--- src/rtl/er_metric_monitor.sv ---
// er_metric_monitor
// Collects error statistics for an approximate adder against its exact
// reference. It counts mismatches, accumulates total and maximum error
// distance, and finishes with a restoring divider that produces the integer
// mean error distance.
module er_metric_monitor #(
   parameter int N  = 16,
   parameter int CW = 32,
   parameter int AW = 48
) (
   input  logic          clk,
   input  logic          rst,
   input  logic          start,
   input  logic [CW-1:0] num_samples,
   input  logic          in_valid,
   output logic          in_ready,
   input  logic [N-1:0]  approx_sum,
   input  logic [N-1:0]  exact_sum,
   output logic          busy,
   output logic          done,
   output logic [CW-1:0] err_count,
   output logic [AW-1:0] total_ed,
   output logic [N-1:0]  max_ed,
   output logic [AW-1:0] med
);

   localparam int DCW = $clog2(AW);

   typedef enum logic [1:0] {
      IDLE    = 2'd0,
      COLLECT = 2'd1,
      DIVIDE  = 2'd2,
      DONE    = 2'd3
   } state_t;

   state_t state_reg, state_next;

   // Run bookkeeping and statistics
   logic [CW-1:0]  n_reg, n_next;
   logic [CW-1:0]  cnt_reg, cnt_next;
   logic [CW-1:0]  err_count_reg, err_count_next;
   logic [AW-1:0]  total_ed_reg, total_ed_next;
   logic [N-1:0]   max_ed_reg, max_ed_next;
   logic [AW-1:0]  med_reg, med_next;

   // Divider state: quotient register doubles as the dividend shift register.
   // The partial remainder is always smaller than the divisor, so CW bits hold it.
   logic [AW-1:0]  quot_reg, quot_next;
   logic [CW-1:0]  rem_reg, rem_next;
   logic [DCW-1:0] div_cnt_reg, div_cnt_next;

   // Datapath helpers
   logic [N-1:0]   ed;
   logic [AW-1:0]  total_ed_sum;
   logic [CW:0]    rem_shift;
   logic [CW:0]    rem_diff;
   logic           rem_ge;
   logic [AW-1:0]  quot_shift;

   // Error distance as an unsigned magnitude: larger minus smaller never wraps
   assign ed = (approx_sum >= exact_sum) ? (approx_sum - exact_sum)
                                         : (exact_sum - approx_sum);

   assign total_ed_sum = total_ed_reg + {{(AW-N){1'b0}}, ed};

   // One restoring-division step: bring in the next dividend bit, trial subtract
   assign rem_shift  = {rem_reg, quot_reg[AW-1]};
   assign rem_diff   = rem_shift - {1'b0, n_reg};
   assign rem_ge     = (rem_shift >= {1'b0, n_reg});
   assign quot_shift = {quot_reg[AW-2:0], rem_ge};

   // Status outputs decode directly from the registered state
   assign in_ready  = (state_reg == COLLECT);
   assign busy      = (state_reg == COLLECT) || (state_reg == DIVIDE);
   assign done      = (state_reg == DONE);
   assign err_count = err_count_reg;
   assign total_ed  = total_ed_reg;
   assign max_ed    = max_ed_reg;
   assign med       = med_reg;

   // Next-state and datapath update for the run controller
   always_comb begin
      state_next     = state_reg;
      n_next         = n_reg;
      cnt_next       = cnt_reg;
      err_count_next = err_count_reg;
      total_ed_next  = total_ed_reg;
      max_ed_next    = max_ed_reg;
      med_next       = med_reg;
      quot_next      = quot_reg;
      rem_next       = rem_reg;
      div_cnt_next   = div_cnt_reg;

      case (state_reg)
         IDLE, DONE: begin
            if (start) begin
               n_next         = num_samples;
               cnt_next       = '0;
               err_count_next = '0;
               total_ed_next  = '0;
               max_ed_next    = '0;
               med_next       = '0;
               quot_next      = '0;
               rem_next       = '0;
               div_cnt_next   = '0;
               state_next     = (num_samples == '0) ? DONE : COLLECT;
            end
         end

         COLLECT: begin
            if (in_valid) begin
               cnt_next      = cnt_reg + CW'(1);
               total_ed_next = total_ed_sum;
               if (ed != '0) begin
                  err_count_next = err_count_reg + CW'(1);
               end
               if (ed > max_ed_reg) begin
                  max_ed_next = ed;
               end
               // Last sample of the run: load the divider with the final total
               if (cnt_reg == n_reg - CW'(1)) begin
                  quot_next    = total_ed_sum;
                  rem_next     = '0;
                  div_cnt_next = '0;
                  state_next   = DIVIDE;
               end
            end
         end

         DIVIDE: begin
            quot_next    = quot_shift;
            rem_next     = rem_ge ? rem_diff[CW-1:0] : rem_shift[CW-1:0];
            div_cnt_next = div_cnt_reg + DCW'(1);
            if (div_cnt_reg == DCW'(AW-1)) begin
               med_next   = quot_shift;
               state_next = DONE;
            end
         end

         default: begin
            state_next = IDLE;
         end
      endcase
   end

   // State register; reset aborts any run immediately
   always_ff @(posedge clk or posedge rst) begin
      if (rst) begin
         state_reg <= IDLE;
      end else begin
         state_reg <= state_next;
      end
   end

   // Statistics and divider registers; reset leaves no partial result behind
   always_ff @(posedge clk or posedge rst) begin
      if (rst) begin
         n_reg         <= '0;
         cnt_reg       <= '0;
         err_count_reg <= '0;
         total_ed_reg  <= '0;
         max_ed_reg    <= '0;
         med_reg       <= '0;
         quot_reg      <= '0;
         rem_reg       <= '0;
         div_cnt_reg   <= '0;
      end else begin
         n_reg         <= n_next;
         cnt_reg       <= cnt_next;
         err_count_reg <= err_count_next;
         total_ed_reg  <= total_ed_next;
         max_ed_reg    <= max_ed_next;
         med_reg       <= med_next;
         quot_reg      <= quot_next;
         rem_reg       <= rem_next;
         div_cnt_reg   <= div_cnt_next;
      end
   end

endmodule

--- config.mk ---
export PLATFORM = sky130hd
export DESIGN_NAME = er_metric_monitor
export DESIGN_NICKNAME = d
export VERILOG_FILES = /design/src/rtl/er_metric_monitor.sv
export SDC_FILE = /design/constraint.sdc
export NUM_CORES = 1
export LEC_CHECK = 0
export CAP_MARGIN = 5
export CORE_MARGIN = 2
export CORE_UTILIZATION = 33
export CTS_CLUSTER_SIZE = 24
export DETAILED_ROUTE_END_ITERATION = 8
export GPL_TIMING_DRIVEN = 1
export PLACE_DENSITY_LB_ADDON = 0.12
export SYNTH_ARGS = -nofsm -noshare
export SYNTH_HDL_FRONTEND = slang
export SYNTH_SLANG_ARGS = --single-unit
--- constraint.sdc ---
create_clock -name clk -period 15.4 [get_ports clk]
set_input_delay 3.85 -clock clk [delete_from_list [all_inputs] [get_ports clk]]
set_output_delay 3.85 -clock clk [all_outputs]
set_load 0.1 [all_outputs]
# Word-level counts from Yosys, hierarchy flattened
# Cells that the tools add are included.
[classes]
eq_ne = 11
add_sub_neg = 8
n_mux = 33
reduce_logical = 14
n_lt_le_gt_ge = 3
[op_table]
columns = ["operator", "count"]
rows = [
  ["48-bit two-way mux", 5],
  ["32-bit two-way mux", 7],
  ["48-bit case mux with 2 select lines", 2],
  ["48-bit case mux with 3 select lines", 1],
  ["32-bit case mux with 2 select lines", 2],
  ["32-bit case mux with 3 select lines", 1],
  ["32-bit by 1-bit adder with 32-bit output, second input constant", 2],
  ["16-bit two-way mux", 4],
  ["48-bit by 16-bit adder with 48-bit output", 1],
  ["33-bit by 32-bit >= comparator with 1-bit output", 1],
  ["32-bit equality test", 1],
  ["32-bit zero test", 1],
  ["16-bit case mux with 2 select lines", 1],
  ["16-bit subtractor", 2],
  ["32-bit by 1-bit subtractor with 32-bit output, second input constant", 1],
  ["32-bit subtractor", 1],
  ["6-bit two-way mux", 3],
  ["6-bit case mux with 3 select lines", 1],
  ["16-bit >= comparator", 1],
  ["16-bit greater-than comparator", 1],
  ["16-bit nonzero test", 1],
  ["4-bit AND reduction", 3],
  ["2-bit two-way mux", 5],
  ["3-bit AND reduction", 3],
  ["12 further kinds", 18],
]
[totals]
wordCells = 79
register_bits = 296

# Depth between registers and ports, before layout
[logic_depth]
ltp_word = 6
mapped_depth = 25
ltp_nobuf = 23

# Worst setup path after synthesis
# OpenSTA, ideal clock, no wires.
[synth_timing]
path_type = "input port to flip-flop"
start = "input approx_sum[0]"
end = "register quot_reg[37]"
arrival_ns = 8.340
t_required_ns = 15.269
setup_ns = 0.131
cell_stages = 24
slack_ns = 6.930
cell_sequence = "inv_1 > ha_1 > fa_1 > nand2b_1 > a21oi_1 > o2111ai_1 > nand3_1 > buf_2 > nor2_1 > a21oi_1 > xnor2_1 > inv_1 > ha_1 > a21o_1 > a2111oi_0 > o41ai_1 > o21a_1 > and2_1 > clkbuf_1 > and3_1 > nand3_1 > xnor2_1 > a221oi_1 > a21oi_1"
[synth_between]
elab_chain_len = 6
elab_cells_between_ends = 8
cone_classes = "add/sub: 3; order compare: 1; mux: 4"
[synth_rtl]
columns = ["element", "line", "text"]
rows = [
  ["start, declared", "17", "input logic [N-1:0] approx_sum,"],
  ["16-bit subtractor (tied with other cells)", "62", ": (exact_sum - approx_sum);"],
  ["16-bit two-way mux (*)", "61", "assign ed = (approx_sum >= exact_sum) ? (approx_sum - exact_sum)"],
  ["48-bit by 16-bit adder with 48-bit output (*)", "64", "assign total_ed_sum = total_ed_reg + {{(AW-N){1'b0}}, ed};"],
  ["48-bit two-way mux (*)", "121", "if (cnt_reg == n_reg - CW'(1)) begin"],
  ["48-bit two-way mux (*)", "111", "if (in_valid) begin"],
  ["48-bit case mux with 3 select lines (*)", "94", "case (state_reg)"],
  ["end signal, assigned", "174", "quot_reg <= quot_next;"],
  ["end, declared", "48", "logic [AW-1:0] quot_reg, quot_next;"],
]
# Every way passes the cells marked *; elsewhere a longest branch is shown, timed or not. The select of a mux whose other input is x is not followed.
# A chain may end at the register's enable or synchronous reset.

# Worst setup path after layout
# Ends and elaborated chain as after synthesis.

==> metrics.cfg <==
[status]
outcome=complete, no violations

[sta]
worstMarginPinSlew_ns=1.21
slew_headroom_pct=19.0
fin_crit_ns=9.38
fin_ws_ns=6.02
tns_ns=0
setup_viol=0
finalCritPeriodShare_pct=60.9
clock-skew-final_ns=0.0310
rsz0062_at_grt=no
finalHoldViolCount=0
max_freq_mhz=107
drv_slew=0

[synth]
synth_edf_count=0
avgSynthCellArea_um2=8.44
netlist_area_um2=19200
synth_fp_nets=2455
ys_types=73
synth_seq_cells=296
synth_seq_area_share_pct=38.6
synthCells=2277
async_flop_share_pct=100
yosys_warnings=0
ys.flop_type=dfrtp_1

[grt]
grt_overflow=0
track_usage_pct=20.0
grt_max_degree=176
antenna_found_initial=0
first_global_vias=16991
grt_first_pass_wirelength_um=96200

[place]
gp_congestion=0.867
io_buffers=214
hpwlAfterDp_um=43000
pre_cts_ws_ns=5.42

[clock_tree]
max-clock-path-buffers=3
cts_sinks=296
cts-resized-gates=0
tritoncts=built
cts_hold_repair.buffers=0
cts_buffers=40
ctsHtreeMaxLevel=2
clkSlewWorstSetupHoldPaths_ns=0.06
postCtsSetupBuffers=0
root_buffer=clkbuf_16
clk_latency_ns=0.59

[detailed_routing]
vias=17192
drcViolationCount=0
ant_nets=0
routed_wl_um=60500
drtIter0Drc=1069
vias_per_cell=5.33
dr.pass1.iters=5
wl_per_cell_um=18.8

[critical_path]
regToRegSetupSlack_ns=9.99
crit_buf_inv=2
critPathCaptureType=flip-flop
crit_required_ns=15.84
reg2reg_depth=11
start_kind=input pin
critPathSlowestCell=o41ai_1
arrival_ns=9.83
r2r_end=rem_reg[17]
critPathMaxFanout=13
r2r-start=n_reg[6]
path_class=in2reg
crit_path_max_incr_delay_ns=0.70
worstPathCellList=clkdlybuf4s50_1 > inv_1 > ha_1 > fa_1 > nand2b_1 > a21oi_1 > o2111ai_1 > nand3_1 > mux2i_1 > ha_1 > a21o_1 > a21o_1 > a2111oi_0 > o41ai_1 > o21a_1 > and2_1 > and3_1 > nand3_1 > xnor2_1 > a221oi_1 > a21oi_1
critical-path-top-delay-family=compound AO/OA/AOI/OAI gates

[worst_hold_path]
holdPathStages=1
hp-class=reg2reg
hold_end=quot_reg[12]
holdCritStartpoint=quot_reg[12]

[power_and_ir_drop]
p_leak_nw=10.0
peakVddDrop_mv=0.0722
power.density_nw_per_um2=136

[layout]
insertedDiodeCount=0
drive_gt1_share_pct=4.56
syn_to_final_growth_pct=21.5
utilization_pct=40.5
nets=2604

[floorplanning]
die_h_um=245
start_util_pct=33.4
die_w_um=245
die_area_um2=60200
row_count=88
core-area_um2=57600
io_pins=215

[flow_run]
maxCapViolCount=0

worst max-delay path by stage:
stage                   endpoint           start  slack [ns]  cells after the start
floorplan             cnt_reg[0]             rst        3.37                      1
global placement    quot_reg[34]  approx_sum[13]        5.57                     23
detailed placement  quot_reg[37]   approx_sum[0]        5.42                     21
CTS                 quot_reg[37]   approx_sum[0]        6.04                     21
global route        quot_reg[37]   approx_sum[0]        5.57                     21
finish              quot_reg[37]   approx_sum[0]        6.02                     21
Yosys cell counts, drive strengths merged (50+ instances only):
| cell type | number | share of area, % |
|---|---|---|
| xnor2 | 89 | 4.1 |
| nor2 | 122 | 2.4 |
| xor2 | 57 | 2.6 |
| a21oi | 147 | 3.8 |
| a21o | 50 | 2.0 |
| ha | 106 | 6.9 |
| inv | 146 | 2.9 |
| dfrtp | 296 | 39 |
| mux2i | 53 | 2.8 |
| o21ai | 250 | 6.5 |
| nand3 | 56 | 1.5 |
| clkbuf | 97 | 1.9 |
| nand2 | 344 | 6.7 |
stage by stage:
| stage | hold slack [ns] | area, um2 | std cells | power, mW |
|---|---|---|---|---|
| after floorplan | 0.448 | 19200 | 2277 | 1.87 |
| after global placement | 0.458 | 22000 | 3149 | 2.22 |
| after detailed placement | 0.466 | 22000 | 3149 | 2.24 |
| after CTS | 0.478 | 23300 | 3223 | 3.22 |
| after global routing | 0.500 | 23300 | 3223 | 3.37 |
| final | 0.477 | 23300 | 3223 | 3.18 |
report_power, final:
part / total, mW / internal [mW] / leakage (nW) / switching [mW]
logic: 1.27 / 0.355 / 5.40 / 0.919
registers: 0.947 / 0.861 / 3.96 / 0.0865
clock network: 0.956 / 0.564 / 0.661 / 0.392
total: 3.18 / 1.78 / 10.0 / 1.40
layout by cell type, fill, tap and decap left out, types with 15 or more instances in the layout:
master             n
xnor2_1           89
a221oi_1          29
o21ai_1           18
o21a_1            17
nor4_1            23
clkbuf_16         40
a211oi_1          24
nor3_1            34
clkdlybuf4s50_1  214
xor2_1            57
or4_1             20
or3_1             27
nor2b_1           15
ha_1             104
a21oi_1          147
mux2i_1           53
nand2_1          344
o31ai_1           32
a31oi_1           21
inv_1            144
and3_1            34
nand2b_1          16
dfrtp_1          296
o21ai_0          230
nand4_1           33
a21o_1            49
nand3_1           56
nor2_1           118
per-layer routing:
layer | track usage, % | wire length (um) | vias up
li1 | - | - | 8328
met1 | 27.7 | 28700 | 8369
met2 | 32.3 | 27600 | 404
met3 | 3.02 | 2650 | 91
met4 | 5.88 | 1550 | 0
met5 | 0 | 0 | -
layout make-up:
| cell class | instances | area [um2] |
|---|---|---|
| tap | 765 | 957 |
| clock buffer | 55 | 1150 |
| clock inverter | 19 | 216 |
| inverter | 146 | 556 |
| timing repair buffer | 228 | 2260 |
| fill | 5800 | 34300 |
| multi-input combinational | 1714 | 10800 |
| sequential | 296 | 7410 |
logic make-up after synthesis:
group	Yosys count	synth area share [%]
buffers and inverters	267	5.50
multiplexers	57	3.02
AND/OR/NAND/NOR	761	18.6
flip-flops	296	38.6
AO/OA/AOI/OAI	640	20.3
XOR/XNOR	146	6.66
adder cells (fa/ha/maj)	110	7.32
Power figures use the tool's default switching activity.
